===== src/rtl/dtcm_lsu_ctrl_if.sv =====
// AGU command/response and long-pipe write-back bundle between the EXU and
// the DTCM load/store controller. The EXU side is the master.
interface dtcm_lsu_ctrl_if #(
  parameter int XLEN        = 32,
  parameter int DTCM_RAM_AW = 16,
  parameter int ITAG_WIDTH  = 1
);
  // AGU command channel
  logic                   agu_cmd_valid;
  logic                   agu_cmd_ready;
  logic [DTCM_RAM_AW-1:0] agu_cmd_addr;
  logic                   agu_cmd_read;
  logic [ITAG_WIDTH-1:0]  agu_cmd_itag;
  logic [XLEN-1:0]        agu_cmd_wdata;
  logic [XLEN/8-1:0]      agu_cmd_wmask;

  // AGU response channel (store completions)
  logic                   agu_rsp_valid;
  logic                   agu_rsp_ready;
  logic [XLEN-1:0]        agu_rsp_rdata;

  // Long-pipe write-back channel (load data)
  logic                   lsu_wbck_o_valid;
  logic                   lsu_wbck_o_ready;
  logic [XLEN-1:0]        lsu_wbck_o_data;
  logic [ITAG_WIDTH-1:0]  lsu_wbck_o_itag;

  modport master (
    output agu_cmd_valid, agu_cmd_addr, agu_cmd_read, agu_cmd_itag,
           agu_cmd_wdata, agu_cmd_wmask, agu_rsp_ready, lsu_wbck_o_ready,
    input  agu_cmd_ready, agu_rsp_valid, agu_rsp_rdata,
           lsu_wbck_o_valid, lsu_wbck_o_data, lsu_wbck_o_itag
  );

  modport slave (
    input  agu_cmd_valid, agu_cmd_addr, agu_cmd_read, agu_cmd_itag,
           agu_cmd_wdata, agu_cmd_wmask, agu_rsp_ready, lsu_wbck_o_ready,
    output agu_cmd_ready, agu_rsp_valid, agu_rsp_rdata,
           lsu_wbck_o_valid, lsu_wbck_o_data, lsu_wbck_o_itag
  );
endinterface


===== src/rtl/dtcm_lsu_ctrl.sv =====
// DTCM load/store controller. Commands hit the single-port SRAM in the cycle
// they are accepted; results are captured one cycle later into an in-order
// response FIFO whose head is routed to either the load write-back port or
// the store completion port. A credit counter bounds outstanding commands so
// the FIFO never overflows and command ready never depends on output readys.
module dtcm_lsu_ctrl #(
  parameter int XLEN        = 32,
  parameter int DTCM_RAM_AW = 16,
  parameter int ITAG_WIDTH  = 1,
  parameter int RSP_DEPTH   = 4
) (
  input  logic                   clk,
  input  logic                   rst_n,
  dtcm_lsu_ctrl_if.slave         bus,
  output logic                   ram_cs,
  output logic                   ram_we,
  output logic [DTCM_RAM_AW-3:0] ram_addr,
  output logic [XLEN/8-1:0]      ram_wem,
  output logic [XLEN-1:0]        ram_din,
  input  logic [XLEN-1:0]        ram_dout,
  output logic                   lsu_idle
);
  localparam int PW = $clog2(RSP_DEPTH) + 1;  // pointer width incl. wrap bit
  localparam int IW = PW - 1;                 // storage index width
  localparam int CW = $clog2(RSP_DEPTH + 1);  // credit counter width

  logic                  acc;
  logic                  pop;
  logic                  s1_vld;
  logic                  s1_read;
  logic [ITAG_WIDTH-1:0] s1_itag;
  logic [XLEN-1:0]       push_data;
  logic [CW-1:0]         cnt;
  logic [PW-1:0]         wr_ptr;
  logic [PW-1:0]         rd_ptr;
  logic [IW-1:0]         wr_idx;
  logic [IW-1:0]         rd_idx;
  logic                  head_vld;
  logic                  head_read;
  logic                  unused_addr_lsb;

  // Response storage: not reset, only the pointers qualify its contents.
  logic                  read_q [RSP_DEPTH];
  logic [ITAG_WIDTH-1:0] itag_q [RSP_DEPTH];
  logic [XLEN-1:0]       data_q [RSP_DEPTH];

  // Command side: accept while credits remain; RAM is driven straight from it.
  assign bus.agu_cmd_ready = (cnt < CW'(RSP_DEPTH));
  assign acc               = bus.agu_cmd_valid & bus.agu_cmd_ready;
  assign ram_cs            = acc;
  assign ram_we            = acc & ~bus.agu_cmd_read;
  assign ram_addr          = bus.agu_cmd_addr[DTCM_RAM_AW-1:2];
  assign ram_wem           = ram_we ? bus.agu_cmd_wmask : '0;
  assign ram_din           = bus.agu_cmd_wdata;
  assign unused_addr_lsb   = ^bus.agu_cmd_addr[1:0];

  // Stores complete with zero data; loads carry the word the RAM returns now.
  assign push_data = s1_read ? ram_dout : '0;

  // FIFO head routing: the head entry decides which output port it uses.
  assign wr_idx    = wr_ptr[IW-1:0];
  assign rd_idx    = rd_ptr[IW-1:0];
  assign head_vld  = (wr_ptr != rd_ptr);
  assign head_read = read_q[rd_idx];

  assign bus.lsu_wbck_o_valid = head_vld & head_read;
  assign bus.agu_rsp_valid    = head_vld & ~head_read;
  assign bus.lsu_wbck_o_data  = data_q[rd_idx];
  assign bus.lsu_wbck_o_itag  = itag_q[rd_idx];
  assign bus.agu_rsp_rdata    = data_q[rd_idx];

  assign pop = head_vld & (head_read ? bus.lsu_wbck_o_ready : bus.agu_rsp_ready);

  assign lsu_idle = (cnt == '0);

  // Stage 1 tracks the command whose RAM access is completing this cycle.
  always_ff @(posedge clk) begin
    if (!rst_n) begin
      s1_vld  <= 1'b0;
      s1_read <= 1'b0;
      s1_itag <= '0;
    end else begin
      s1_vld  <= acc;
      s1_read <= bus.agu_cmd_read;
      s1_itag <= bus.agu_cmd_itag;
    end
  end

  // Credits: one per command from acceptance until its response pops.
  always_ff @(posedge clk) begin
    if (!rst_n) begin
      cnt <= '0;
    end else begin
      case ({acc, pop})
        2'b10:   cnt <= cnt + CW'(1);
        2'b01:   cnt <= cnt - CW'(1);
        default: cnt <= cnt;
      endcase
    end
  end

  // FIFO pointers advance on push (stage-1 valid) and on output handshake.
  always_ff @(posedge clk) begin
    if (!rst_n) begin
      wr_ptr <= '0;
      rd_ptr <= '0;
    end else begin
      if (s1_vld) wr_ptr <= wr_ptr + PW'(1);
      if (pop)    rd_ptr <= rd_ptr + PW'(1);
    end
  end

  // Capture the stage-1 result into the slot at the write pointer.
  always_ff @(posedge clk) begin
    if (s1_vld) begin
      read_q[wr_idx] <= s1_read;
      itag_q[wr_idx] <= s1_itag;
      data_q[wr_idx] <= push_data;
    end
  end
endmodule


===== src/flat_wrapper.sv =====
// flat-port wrapper written by rule: the top's interface ports become plain ports
module dtcm_lsu_ctrl_flat 
#(
  parameter int XLEN        = 32,
  parameter int DTCM_RAM_AW = 16,
  parameter int ITAG_WIDTH  = 1,
  parameter int RSP_DEPTH   = 4
)
  (clk, rst_n, ram_cs, ram_we, ram_addr, ram_wem, ram_din, ram_dout, lsu_idle, bus_agu_cmd_valid, bus_agu_cmd_addr, bus_agu_cmd_read, bus_agu_cmd_itag, bus_agu_cmd_wdata, bus_agu_cmd_wmask, bus_agu_rsp_ready, bus_lsu_wbck_o_ready, bus_agu_cmd_ready, bus_agu_rsp_valid, bus_agu_rsp_rdata, bus_lsu_wbck_o_valid, bus_lsu_wbck_o_data, bus_lsu_wbck_o_itag);
  dtcm_lsu_ctrl_if #(.XLEN(XLEN), .DTCM_RAM_AW(DTCM_RAM_AW), .ITAG_WIDTH(ITAG_WIDTH)) bus_i ();
  input  logic clk;
  input  logic rst_n;
  output logic ram_cs;
  output logic ram_we;
  output logic [DTCM_RAM_AW-3:0] ram_addr;
  output logic [XLEN/8-1:0] ram_wem;
  output logic [XLEN-1:0] ram_din;
  input  logic [XLEN-1:0] ram_dout;
  output logic lsu_idle;
  input wire logic [$bits(bus_i.agu_cmd_valid)-1:0] bus_agu_cmd_valid;
  input wire logic [$bits(bus_i.agu_cmd_addr)-1:0] bus_agu_cmd_addr;
  input wire logic [$bits(bus_i.agu_cmd_read)-1:0] bus_agu_cmd_read;
  input wire logic [$bits(bus_i.agu_cmd_itag)-1:0] bus_agu_cmd_itag;
  input wire logic [$bits(bus_i.agu_cmd_wdata)-1:0] bus_agu_cmd_wdata;
  input wire logic [$bits(bus_i.agu_cmd_wmask)-1:0] bus_agu_cmd_wmask;
  input wire logic [$bits(bus_i.agu_rsp_ready)-1:0] bus_agu_rsp_ready;
  input wire logic [$bits(bus_i.lsu_wbck_o_ready)-1:0] bus_lsu_wbck_o_ready;
  output wire logic [$bits(bus_i.agu_cmd_ready)-1:0] bus_agu_cmd_ready;
  output wire logic [$bits(bus_i.agu_rsp_valid)-1:0] bus_agu_rsp_valid;
  output wire logic [$bits(bus_i.agu_rsp_rdata)-1:0] bus_agu_rsp_rdata;
  output wire logic [$bits(bus_i.lsu_wbck_o_valid)-1:0] bus_lsu_wbck_o_valid;
  output wire logic [$bits(bus_i.lsu_wbck_o_data)-1:0] bus_lsu_wbck_o_data;
  output wire logic [$bits(bus_i.lsu_wbck_o_itag)-1:0] bus_lsu_wbck_o_itag;
  assign bus_i.agu_cmd_valid = bus_agu_cmd_valid;
  assign bus_i.agu_cmd_addr = bus_agu_cmd_addr;
  assign bus_i.agu_cmd_read = bus_agu_cmd_read;
  assign bus_i.agu_cmd_itag = bus_agu_cmd_itag;
  assign bus_i.agu_cmd_wdata = bus_agu_cmd_wdata;
  assign bus_i.agu_cmd_wmask = bus_agu_cmd_wmask;
  assign bus_i.agu_rsp_ready = bus_agu_rsp_ready;
  assign bus_i.lsu_wbck_o_ready = bus_lsu_wbck_o_ready;
  assign bus_agu_cmd_ready = bus_i.agu_cmd_ready;
  assign bus_agu_rsp_valid = bus_i.agu_rsp_valid;
  assign bus_agu_rsp_rdata = bus_i.agu_rsp_rdata;
  assign bus_lsu_wbck_o_valid = bus_i.lsu_wbck_o_valid;
  assign bus_lsu_wbck_o_data = bus_i.lsu_wbck_o_data;
  assign bus_lsu_wbck_o_itag = bus_i.lsu_wbck_o_itag;
  dtcm_lsu_ctrl #(.XLEN(XLEN), .DTCM_RAM_AW(DTCM_RAM_AW), .ITAG_WIDTH(ITAG_WIDTH), .RSP_DEPTH(RSP_DEPTH)) u_core (.clk(clk), .rst_n(rst_n), .bus(bus_i), .ram_cs(ram_cs), .ram_we(ram_we), .ram_addr(ram_addr), .ram_wem(ram_wem), .ram_din(ram_din), .ram_dout(ram_dout), .lsu_idle(lsu_idle));
endmodule

===== config.mk =====
export PLATFORM = sky130hd
export DESIGN_NAME = dtcm_lsu_ctrl_flat
export DESIGN_NICKNAME = d
export VERILOG_FILES = /design/src/rtl/dtcm_lsu_ctrl_if.sv /design/src/rtl/dtcm_lsu_ctrl.sv /design/src/flat_wrapper.sv
export SDC_FILE = /design/constraint.sdc
export NUM_CORES = 1
export LEC_CHECK = 0
export ABC_AREA = 1
export CORE_ASPECT_RATIO = 0.7
export CORE_MARGIN = 2
export CORE_UTILIZATION = 48
export CTS_BUF_LIST = sky130_fd_sc_hd__clkbuf_8
export DETAILED_ROUTE_END_ITERATION = 12
export PLACE_DENSITY = 0.83
export REMOVE_ABC_BUFFERS = 1
export SLEW_MARGIN = 10
export SYNTH_ARGS = -nofsm -noshare
export SYNTH_HDL_FRONTEND = slang
export SYNTH_SLANG_ARGS = --single-unit

===== constraint.sdc =====
create_clock -name clk -period 2.24 [get_ports clk]
set_input_delay 0.56 -clock clk [delete_from_list [all_inputs] [get_ports clk]]
set_output_delay 0.56 -clock clk [all_outputs]
set_load 0.02 [all_outputs]

==> flow_metrics.env <==
export IMPL_path_clk_slew_ns=0.08
export IMPL_crit_path_start_kind="register"
export IMPL_dieArea_um2=14700
export IMPL_finalSetupViolations=6
export IMPL_reg2reg_slack_ns=-0.02
export IMPL_relSlewSlack=0.722
export IMPL_tightest_slew_ns=0.416
export IMPL_final_common_cell="edfxtp_1"
export IMPL_place_gp_congestion=0.751
export IMPL_hpwlAfterDp_um=10400
export IMPL_synth_area_per_cell_um2=11.4
export IMPL_grt_pass1_wl_um=23900
export IMPL_finalCritPeriodShare=1.01
export IMPL_grt_pass1_vias=4395
export IMPL_wl_um=17000
export IMPL_holdPathStages=1
export IMPL_fmax_mhz=440
export IMPL_slowest_stage="dfxtp_4"
export IMPL_rsz0062_at_grt="yes"
export IMPL_hold_path_startpoint="u_core.wr_ptr[2]"
export IMPL_n_antenna_cell=0
export IMPL_period_needed_ns=2.27
export IMPL_hold_path_class="register to register"
export IMPL_first_pass_iters=5
export IMPL_yosysUniqueCellTypes=23
export IMPL_critical_path_class="register to output pin"
export IMPL_utilization=0.643
export IMPL_pin_count=212
export IMPL_vdd_ir_drop_max_mv=0.647
export IMPL_p_per_area_nw_per_um2=1290
export IMPL_wl_per_cell_um=19.8
export IMPL_via_per_inst=5.23
export IMPL_cp_max_fo=7
export IMPL_grt_start_max_net_pins=37
export IMPL_cts_tree="done"
export IMPL_skew_ns=0.0162
export IMPL_ant_nets=0
export IMPL_reg2regPathDepth=15
export IMPL_initialDrtViolationCount=334
export IMPL_track_usage=0.225
export IMPL_numCtsBuffers=17
export IMPL_outcome="finished with violations"
export IMPL_power_total_uw=11000
export IMPL_slowest_delay_ns=0.43
export IMPL_cts_buffer_depth=2
export IMPL_critical_path_arrival_ns=1.71
export IMPL_vias=4473
export IMPL_crit_path_frequent_cell="buf_12"
export IMPL_hold_path_end="u_core.wr_ptr[2]"
export IMPL_drive_above_1_share=0.317
export IMPL_clock_root_buffer="clkbuf_8"
export IMPL_fin_ws_ns=-0.0315
export IMPL_final_nets=756
export IMPL_hold_viol=0
export IMPL_yosysSeqAreaShare=0.662
export IMPL_initial_core_util=0.497
export IMPL_synth_area_um2=6600
export IMPL_fillers=975
export IMPL_antenna_found_initial=0
export IMPL_rows=35
export IMPL_synth_seq_cells=150
export IMPL_final_cell_mix="edfxtp_1, nor2_1, inv_1, nand2_1, buf_4"
export IMPL_clock_sinks=150
export IMPL_die_h_um=102
export IMPL_hold_buffers=0
export IMPL_netlist_instances=579
export IMPL_maxSlewViolCount=0
export IMPL_drc_errors=0
export IMPL_yosys_warnings=0
export IMPL_clock_latency_ns=0.45
export IMPL_portBuffers=117
export IMPL_worstSetupEndpointType="output pin"
export IMPL_violations="negative setup slack"
export IMPL_htree_levels=4
export IMPL_r2r_end="u_core.cnt[2]"
export IMPL_die_x_um=144
export IMPL_crit_chain="buf_12 > buf_12 > o21ai_0 > o22ai_2 > buf_4"
export IMPL_design_core_area_um2=13300
export IMPL_crit_buf_inv=3
export IMPL_p_leak_uw=0.00343
export IMPL_critical_path_top_delay_family="buffers and inverters"
export IMPL_overflow=0
export IMPL_synthToLayoutAreaGrowth_pct=29.4
export IMPL_required_ns=1.68
export IMPL_maxCapViolCount=0
==> routing by layer <==
metal  part of all wire  global-route usage
met1               0.40               0.295
met2               0.46               0.325
met3               0.12               0.126
met4             0.0062              0.0475
met5             0.0086              0.0724
==> Yosys cell counts, drive strengths merged <==
| cell | n | share of area |
|---|---|---|
| o21ai | 72 | 0.055 |
| fa | 1 | 0.0030 |
| buf | 88 | 0.097 |
| edfxtp | 136 | 0.62 |
| nand2 | 55 | 0.033 |
| nor2 | 81 | 0.046 |
| nand4 | 1 | 0.00095 |
| clkbuf | 14 | 0.0080 |
| o22ai | 33 | 0.031 |
| inv | 61 | 0.035 |
| xor2 | 1 | 0.0013 |
| xnor2 | 1 | 0.0013 |
| a21oi | 9 | 0.0068 |
| nor3 | 1 | 0.00076 |
| nand3 | 5 | 0.0080 |
| ha | 6 | 0.011 |
| dfxtp | 14 | 0.042 |
==> through the flow <==
stage	setup TNS [ns]	setup WS, ns	area (µm²)	instances	hold slack [ns]
3_5_place_dp	-3.60	-0.511	7620	810	0.478
5_1_grt	-1.95	-0.132	8540	856	0.514
4_1_cts	-0.312	-0.0856	7890	848	0.492
2_1_floorplan	-59.25	-1.31	5900	477	0.438
3_3_place_gp	-2.82	-0.479	7620	810	0.450
6_report	-0.146	-0.0315	8540	856	0.494
==> how the worst max path moves through the flow <==
stage                 startpoint                     to  slack (ns)  cells after the start
2_1_floorplan           register          u_core.cnt[2]       -1.31                     13
3_3_place_gp   bus_agu_cmd_valid             ram_wem[0]       -0.48                      8
3_5_place_dp   bus_agu_cmd_valid             ram_wem[1]       -0.51                      8
4_1_cts                 register   bus_lsu_wbck_o_valid       -0.09                      7
5_1_grt                 register          u_core.cnt[2]       -0.13                     15
6_report                register  bus_agu_rsp_rdata[26]       -0.03                      5
==> cell type report <==
class	instances	area [µm²]	share of cell area
well taps	185	231	0.0271
repair buffers	162	1660	0.194
flip-flops and latches	150	4370	0.512
multi-input cells	266	1680	0.197
clock inverters	15	129	0.0151
inverters	61	236	0.0277
clock buffers	17	234	0.0274
==> kinds of logic (layout without fill, tap and decap cells) <==
group,after synthesis,after routing,synth area share
flip-flops,150,150,0.662
AO/OA/AOI/OAI,114,114,0.0928
buffers and inverters,163,255,0.139
XOR/XNOR,2,2,0.00266
AND/OR/NAND/NOR,143,143,0.0890
adder cells (fa/ha/maj),7,7,0.0144
==> power breakdown <==
part           internal, µW  switching (µW)  leakage, µW  total, µW
sequential             3260             120      0.00138       3380
combinational          2540            3220      0.00187       5760
clock                   876            1010     0.000172       1890
total                  6680            4350      0.00343      11000
==> flip-flops by register name, indices dropped and copies added (netlist names), named ones only <==
register        count
u_core.data_q     128
u_core.itag_q       4
u_core.read_q       4
u_core.cnt          3
u_core.rd_ptr       3
u_core.wr_ptr       3
u_core.s1_itag      1
u_core.s1_read      1
u_core.s1_vld       1
==> timing repair <==
action / CTS / global route
endpoints found under the setup margin: 74 / 65
pin swaps: 14 / 33
resized for setup: 331 / 167
cloned: 2 / 4
setup buffers: 4 / 4
No activity file was read; power rests on OpenSTA's default activity.
